--- src/rtl/jk_bank_driver_pkg.sv ---
// Shared definitions for the J-K bank driver: FSM encodings, op codes and retry counter width.
// Readback checking is compiled in when JK_BANK_READBACK_EN is defined.
package jk_bank_driver_pkg;

    typedef enum logic [1:0] {
        ST_IDLE   = 2'd0,
        ST_DRIVE  = 2'd1,
        ST_VERIFY = 2'd2,
        ST_DONE   = 2'd3
    } state_t;

    localparam logic OP_LOAD   = 1'b0;
    localparam logic OP_TOGGLE = 1'b1;

    localparam int RETRY_W = 3;

endpackage

--- src/rtl/jk_excitation_encoder.sv ---
// Per-bit J/K excitation: maps (current, target, op, mask, shadow-known) to the J/K pair
// that moves one J-K flip-flop to the requested value.
module jk_excitation_encoder
    import jk_bank_driver_pkg::*;
(
    input  logic cur,
    input  logic tgt,
    input  logic op,
    input  logic mask,
    input  logic init,
    output logic j,
    output logic k
);

    always_comb begin
        j = 1'b0;
        k = 1'b0;
        if (mask) begin
            if (op == OP_TOGGLE) begin
                j = 1'b1;
                k = 1'b1;
            end else if (!init) begin
                // Current state unknown: force the bit with an explicit set or reset.
                j = tgt;
                k = ~tgt;
            end else begin
                j = ~cur & tgt;
                k = cur & ~tgt;
            end
        end
    end

endmodule

--- src/rtl/jk_bank_driver.sv ---
// Drives a bank of WIDTH J-K flip-flops from a valid/ready request stream, keeping a shadow copy.
// Define JK_BANK_READBACK_EN to add readback verification with up to MAX_RETRY re-drives.
module jk_bank_driver
    import jk_bank_driver_pkg::*;
#(
    parameter int WIDTH     = 4,
    parameter int MAX_RETRY = 2
) (
    input  logic             clock,
    input  logic             reset,
    input  logic             req_valid,
    output logic             req_ready,
    input  logic             req_op,
    input  logic [WIDTH-1:0] req_mask,
    input  logic [WIDTH-1:0] req_target,
    output logic [WIDTH-1:0] j,
    output logic [WIDTH-1:0] k,
    input  logic [WIDTH-1:0] q_fb,
    output logic [WIDTH-1:0] state_q,
    output logic             done,
    output logic             error
);

    state_t           state, state_nxt;
    logic             shadow_valid;
    logic [WIDTH-1:0] mask_r;
    logic [WIDTH-1:0] exp_r;
    logic [WIDTH-1:0] exp_next;
    logic             accept;
    logic             toggle_bad;

    logic [WIDTH-1:0] enc_cur, enc_tgt, enc_mask, enc_j, enc_k;
    logic             enc_op, enc_init;

    assign accept     = req_valid & req_ready;
    assign toggle_bad = (req_op == OP_TOGGLE) && !shadow_valid;
    assign exp_next   = (req_mask & ((req_op == OP_TOGGLE) ? ~state_q : req_target))
                      | (~req_mask & state_q);

`ifdef JK_BANK_READBACK_EN
    logic [RETRY_W-1:0] retry_cnt;
    logic               mismatch;
    logic               retry_ok;

    assign mismatch = |((q_fb ^ state_q) & mask_r);
    assign retry_ok = retry_cnt < RETRY_W'(MAX_RETRY);

    // A retry re-drives as a LOAD from the observed bank value to the expected value.
    always_comb begin
        if (state == ST_VERIFY) begin
            enc_cur  = q_fb;
            enc_tgt  = exp_r;
            enc_op   = OP_LOAD;
            enc_mask = mask_r;
            enc_init = 1'b1;
        end else begin
            enc_cur  = state_q;
            enc_tgt  = req_target;
            enc_op   = req_op;
            enc_mask = req_mask;
            enc_init = shadow_valid;
        end
    end
`else
    logic unused_q_fb;
    assign unused_q_fb = ^q_fb;

    assign enc_cur  = state_q;
    assign enc_tgt  = req_target;
    assign enc_op   = req_op;
    assign enc_mask = req_mask;
    assign enc_init = shadow_valid;
`endif

    for (genvar gi = 0; gi < WIDTH; gi++) begin : g_enc
        jk_excitation_encoder u_enc (
            .cur  (enc_cur[gi]),
            .tgt  (enc_tgt[gi]),
            .op   (enc_op),
            .mask (enc_mask[gi]),
            .init (enc_init),
            .j    (enc_j[gi]),
            .k    (enc_k[gi])
        );
    end

    always_ff @(posedge clock) begin
        if (reset) state <= ST_IDLE;
        else       state <= state_nxt;
    end

    always_comb begin
        state_nxt = state;
        case (state)
            ST_IDLE:   if (accept) state_nxt = toggle_bad ? ST_DONE : ST_DRIVE;
`ifdef JK_BANK_READBACK_EN
            ST_DRIVE:  state_nxt = ST_VERIFY;
            ST_VERIFY: state_nxt = (mismatch && retry_ok) ? ST_DRIVE : ST_DONE;
`else
            ST_DRIVE:  state_nxt = ST_DONE;
`endif
            ST_DONE:   state_nxt = ST_IDLE;
            default:   state_nxt = ST_IDLE;
        endcase
    end

    always_comb begin
        req_ready = (state == ST_IDLE);
        done      = (state == ST_DONE);
    end

    always_ff @(posedge clock) begin
        if (reset) begin
            j            <= '0;
            k            <= '0;
            state_q      <= '0;
            shadow_valid <= 1'b0;
            error        <= 1'b0;
`ifdef JK_BANK_READBACK_EN
            retry_cnt    <= '0;
`endif
        end else begin
            j <= '0;
            k <= '0;
            case (state)
                ST_IDLE: begin
                    if (accept) begin
                        error <= toggle_bad;
                        if (!toggle_bad) begin
                            j <= enc_j;
                            k <= enc_k;
                        end
`ifdef JK_BANK_READBACK_EN
                        retry_cnt <= '0;
`endif
                    end
                end
                ST_DRIVE: begin
                    state_q <= exp_r;
`ifndef JK_BANK_READBACK_EN
                    shadow_valid <= 1'b1;
`endif
                end
`ifdef JK_BANK_READBACK_EN
                ST_VERIFY: begin
                    if (!mismatch) begin
                        shadow_valid <= 1'b1;
                    end else if (retry_ok) begin
                        j         <= enc_j;
                        k         <= enc_k;
                        retry_cnt <= retry_cnt + RETRY_W'(1);
                    end else begin
                        error        <= 1'b1;
                        state_q      <= q_fb;
                        shadow_valid <= 1'b1;
                    end
                end
`endif
                default: ;
            endcase
        end
    end

    // Request fields are held from accept until the request completes.
    always_ff @(posedge clock) begin
        if (accept) begin
            mask_r <= req_mask;
            exp_r  <= exp_next;
        end
    end

endmodule

--- config.mk ---
export PLATFORM = sky130hd
export DESIGN_NAME = jk_bank_driver
export DESIGN_NICKNAME = d
export VERILOG_FILES = /design/src/rtl/jk_bank_driver_pkg.sv /design/src/rtl/jk_excitation_encoder.sv /design/src/rtl/jk_bank_driver.sv
export SDC_FILE = /design/constraint.sdc
export NUM_CORES = 1
export LEC_CHECK = 0
export CAP_MARGIN = 15
export CORE_UTILIZATION = 25
export CTS_CLUSTER_DIAMETER = 50
export CTS_CLUSTER_SIZE = 10
export DETAILED_ROUTE_END_ITERATION = 16
export MAX_ROUTING_LAYER = met4
export REMOVE_ABC_BUFFERS = 1
export SYNTH_ARGS = -nofsm -noshare
export SYNTH_HDL_FRONTEND = slang
export SYNTH_HIERARCHICAL = 1
export SYNTH_SLANG_ARGS = --single-unit
export TNS_END_PERCENT = 30
--- constraint.sdc ---
create_clock -name clock -period 2 [get_ports clock]
set_input_delay 0.4 -clock clock [delete_from_list [all_inputs] [get_ports clock]]
set_output_delay 0.4 -clock clock [all_outputs]
set_load 0.1 [all_outputs]
==> results.toml, run 1 <==
[outcome]
outcome = "complete, no violations"

[critical_path]
slowest_stage = "clkdlybuf4s50_1"
worst-path-stages = 4
cp-start-kind = "primary input"
critPathCaptureType = "register"
required_ns = 2.25
path_delay_family = "simple AND/OR/NAND/NOR gates"
path_cells = "clkdlybuf4s50_1 > and2b_2 > nor3b_4 > and2_1"
cp_max_fo = 8
path_class = "primary input to register"
worstRegToRegCells = 3
arrival_ns = 1.81
max_stage_delay_ns = 0.56
crit_buf_inv = 1

[synthesis]
synth_top_family_by_area = "compound AO/OA/AOI/OAI gates"
synth_warnings = 6
ys_types = 17
yosys.area.top_type = "dfxtp_1"
synth_xor_area_share_pct = 0
syn_area_per_cell_sq_um = 9.57
syn_area_sq_um = 910
yosysSeqAreaShare_pct = 48.4
synth.area.top_cells = "dfxtp_1, edfxtp_1, nor2_1"
netlist.area_leader.share_pct = 35.2
synthMuxAreaShare_pct = 5.50
yosys.area_share.simple_pct = 19.9
synth_compound_area_share_pct = 20.1
synth_fa_ha_area_share_pct = 0
ys_ff_latch = 20
syn_inst = 95

[clocking]
clockRootBuffer = "clkbuf_4"
postCtsHoldBufs = 0
clk_pin_slew_ns = 0.11
cts_htree_levels = 1
clkSinkCount = 20
cts_buffers = 3
cts_tree = "yes"
clock_path_buffers = 2
post_cts_resized = 0
post_cts.repair.setup_buffers = 0
worstSkewPairLatency_ns = 0.30

[place]
dp_hpwl_um = 1360
placed_cell_area_sq_um = 1260
routabilityCongestion = 0.704
pre_cts_ws_ns = 0.112
dp.cells = 169
numPortBuffers = 26

[min_path]
hp-class = "register to register"
hold_path_depth = 2

[layout]
area_growth_pct = 41.4
antenna_cells = 0
final_cells = 173
fill_cells = 370
drive_gt1_share_pct = 27.6
num-nets-final = 144
final_cell_area_sq_um = 1290

[die]
die_h_um = 62.3
core_sq_um = 3420
fp.dieW_um = 62.3
boundaryPins = 31
num_rows = 21
die_area_sq_um = 3880
start_util_pct = 26.6

[global_routing]
grt_pass1_wl_um = 3080
grt_max_degree = 12
grt_pass1_vias = 759
track_usage_pct = 10.4
antenna_found_initial = 0
globalRouteOverflowTotal = 0

[pwr]
p_leak_nw = 0.574
p_per_area_nw_per_um2 = 727
peakVddDrop_mv = 0.418
p_total_uw = 936

[sta]
timing.fmax_mhz = 641
whs_ns = 0.503
period_minus_slack_ns = 1.56
setup_violations = 0
slew_headroom_pct = 76.5
rsz0062_at_grt = "false"
fin_crit_sh_pct = 78.0
skew_ns = 0.00293
report.final.slew_viol_count = 0
timing.final.hold_violations = 0
worst_pin_slew_ns = 0.352
postLayoutSetupSlackWorst_ns = 0.441

[drt]
vias = 777
drt_iter0_drc = 28
antenna_left = 0
wl_per_cell_um = 10.8
first_pass_iters = 4
wl_um = 1870
viasPerCell = 4.49
drcViolationCount = 0

[flow_run]
maxCapViolations = 0
-- final timing paths --
path | to | start | slack (ns)
max | j[0] | req_op | 0.44
min | state_q[0] | exp_r[0] | 0.50
max reg2reg | j[0] | state[1] | 0.80
min reg2reg | state_q[0] | exp_r[0] | 0.50
-- where the power goes --
| part | switching, mW | internal [mW] |
|---|---|---|
| clock | 0.121 | 0.0727 |
| sequential | 0.0205 | 0.438 |
| combinational | 0.180 | 0.103 |
| total | 0.322 | 0.613 |
-- cell families (layout without fill, tap and decap cells) --
group | count (synthesis) | count (layout)
flip-flops | 20 | 20
AND/OR/NAND/NOR | 31 | 31
AO/OA/AOI/OAI | 25 | 25
multiplexers | 5 | 5
buffers and inverters | 14 | 46
-- metrics by stage --
stage / util (%) / TNS (ns)
finish: 37.7 / 0
global route: 37.7 / 0
CTS: 37.7 / 0
detailed placement: 36.9 / 0
global placement: 36.9 / 0
floorplan: - / -0.0147
-- synthesized netlist by cell type --
cell / count
a31oi_1: 4
nor2_1: 17
nor3_1: 1
nor3b_4: 2
a21o_1: 4
edfxtp_1: 4
buf_2: 2
inv_1: 8
and2_2: 1
a221oi_2: 4
o21ai_0: 12
mux2i_1: 5
and2_1: 8
o21a_1: 1
and2b_2: 2
inv_2: 4
dfxtp_1: 16
-- final cells by class --
| class | instances | area, sq um | share of cell area, % |
|---|---|---|---|
| Clock buffer | 3 | 22.5 | 1.75 |
| Clock inverter | 1 | 3.75 | 0.292 |
| Inverter | 12 | 45.0 | 3.50 |
| Multi-Input combinational cell | 61 | 414 | 32.2 |
| Sequential cell | 20 | 440 | 34.2 |
| Tap cell | 46 | 57.6 | 4.47 |
| Timing Repair Buffer | 30 | 303 | 23.5 |
-- placed cells by master (no fill, tap or decap) --
master,n
and2b_2,2
a21o_1,4
and2_2,1
buf_12,4
buf_4,15
a31oi_1,4
mux2i_1,5
nor3_1,1
edfxtp_1,4
and2_1,8
clkdlybuf4s50_1,11
o21a_1,1
nor2_1,17
inv_2,4
a221oi_2,4
dfxtp_1,16
inv_1,8
clkbuf_4,3
clkinv_1,1
nor3b_4,2
o21ai_0,12
-- state kept, by name (all words and copies together), names as in the netlist --
register,cells
exp_r,4
j,4
k,4
state_q,4
state,2
enc_init,1
error,1
-- worst register-to-register path: cells and delay by family (launching register included) --
kind,cells,cell delay [ns]
DFF,1,0.39
and+or+nand+nor,3,0.77
-- metal layers --
layer  vias up  global-route usage [%]  part of all wire [%]
met5         -                       -                     0
met4         0                    4.94                  0.43
met3         2                    4.78                   9.6
met2        31                    17.2                    46
met1       354                    10.5                    44
li1        390                       -                     -
No activity file was read; power rests on OpenSTA's default activity.
==> run 2: changes to the inputs <==
- clock period: 2 -> 1.44 ns (I/O delays scaled with it)
==> run 2 against run 1 <==
Clock skew is 0.0063 ns higher. Critical path depth shrank 2. Clock power grew 38%. Die area is the same. Sequential cell count stayed put. Design area increased by 14%. Via count is 1.8% higher. Power increased by 44%. Utilization is 5.2 points higher. Highest routed layer is now met3.
==> results.toml, run 2 (synthesis gave the netlist of run 1 again) <==
[die]
start_util_pct = 26.6
core_sq_um = 3420
boundaryPins = 31
die_area_sq_um = 3880
num_rows = 21
fp.dieW_um = 62.3
die_h_um = 62.3

[clocking]
clkSinkCount = 20
postCtsHoldBufs = 0
clk_pin_slew_ns = 0.11
cts_htree_levels = 1
worstSkewPairLatency_ns = 0.30
cts_buffers = 3
post_cts.repair.setup_buffers = 0
clock_path_buffers = 2
clockRootBuffer = "clkbuf_4"
cts_tree = "yes"

[critical_path]
required_ns = 1.15
cp_max_fo = 5
path_delay_family = "flip-flops"
crit_buf_inv = 1
timing.rr.end = "j[2]"
cp-start-kind = "register"
arrival_ns = 1.08
slowest_stage = "dfxtp_2"
path_cells = "nor2_1 > buf_12"
ff2ff_setup_slack_ns = 0.28
worstRegToRegCells = 3
max_stage_delay_ns = 0.37
r2r_start = "state[1]"
path_class = "register to primary output"
critPathCaptureType = "primary output"

[sta]
skew_ns = 0.00924
worst_pin_slew_ns = 0.340
timing.final.hold_violations = 0
slew_headroom_pct = 77.3
report.final.slew_viol_count = 0
period_minus_slack_ns = 1.36
timing.fmax_mhz = 733
setup_violations = 0
fin_crit_sh_pct = 94.7
rsz0062_at_grt = "false"

[layout]
layout_commonest_cell = "nor2_1"
final_cell_area_sq_um = 1460
final_util_pct = 42.9
num-nets-final = 149
fill_cells = 331
area_growth_pct = 60.9
drive_gt1_share_pct = 31.8
antenna_cells = 0
layout_common_cells = "nor2_1, buf_12, dfxtp_1"

[drt]
antenna_left = 0
vias = 791
drcViolationCount = 0
wl_per_cell_um = 10.7
wl_um = 1900
drt_iter0_drc = 13
first_pass_iters = 4
viasPerCell = 4.44

[pwr]
p_leak_nw = 0.630
p_per_area_nw_per_um2 = 919
p_switching_uw = 448
seqPwrFrac_pct = 47.8
peakVddDrop_mv = 0.561
p_total_mw = 1.35
combPwrFrac_pct = 32.2
sw_frac_of_total_pct = 33.3
clockPowerShare_pct = 19.9
p_int_uw = 898

[flow_run]
maxCapViolations = 0

[global_routing]
globalRouteOverflowTotal = 0
grt_pass1_vias = 772
grt_max_degree = 12
track_usage_pct = 11.0
antenna_found_initial = 0
grt_pass1_wl_um = 3310

[place]
numPortBuffers = 26
placed_cell_area_sq_um = 1440
routabilityCongestion = 0.728
dp_hpwl_um = 1490

[min_path]
hold_path_depth = 2
hp-class = "register to register"
holdCritStartpoint = "exp_r[3]"
hold_end = "state_q[3]"

[outcome]
outcome = "complete, no violations"
==> run 2: cell count changes in the layout (fill, tap and decap cells not counted), sizes merged <==
cell / before / now
buf: 19 / 24
clkbuf: 3 / 4
clkinv: 1 / 0
==> run 2: worst max path at each step <==
stage,start,end,slack (ns),cells after the start
final,state[1],req_ready,0.08,2
after global routing,state[1],req_ready,0.03,2
after CTS,state[1],done,0.009,2
after detailed placement,req_op,exp_r[2],-0.20,5
after global placement,req_op,exp_r[3],-0.16,5
after floorplan,state[1],req_ready,-0.46,1
==> run 2: power groups by stage <==
stage | clock network [mW] | registers [mW] | logic [mW]
6_report | 0.268 | 0.644 | 0.434
5_1_grt | 0.296 | 0.649 | 0.459
4_1_cts | 0.281 | 0.644 | 0.436
3_5_place_dp | 0 | 0.656 | 0.435
3_3_place_gp | 0 | 0.654 | 0.427
2_1_floorplan | 0 | 0.760 | 0.140
==> run 2: routing by layer <==
metal / routed length, um / vias up / track usage [%]
li1: - / 398 / -
met4: 0 / 0 / 2.62
met3: 133 / 0 / 3.68
met1: 806 / 364 / 11.2
met2: 961 / 29 / 20.1
met5: 0 / - / -
==> run 2: timing repair <==
action                                 CTS  global route
pin swaps                                0             0
resized for setup                        1             1
cloned                                   0             0
setup endpoints to repair                1             2
endpoints found under the hold margin    0             0
==> run 2: stage by stage <==
step           std cells  worst slack, ns  setup TNS (ns)  hold WS, ns
3_3_place_gp         174           -0.160           -1.83        0.466
6_report             178           0.0762               0        0.500
5_1_grt              178           0.0300               0        0.529
3_5_place_dp         174           -0.204           -2.38        0.479
4_1_cts              178          0.00936               0        0.508
2_1_floorplan         93           -0.463           -1.30        0.360
==> run 2: layout make-up <==
class | count | area, sq um | area share, %
flip-flops and latches | 20 | 443 | 30.3
inverters | 12 | 45.0 | 3.08
multi-input cells | 61 | 414 | 28.3
repair buffers | 35 | 478 | 32.6
well taps | 46 | 57.6 | 3.93
clock buffers | 4 | 26.3 | 1.79
==> run 2: worst reg2reg max path: stages, from the launching register on <==
cell and delay (ns):
dfxtp_2 0.37, nor3b_4 0.20, nor3b_4 0.36, and2_1 0.18
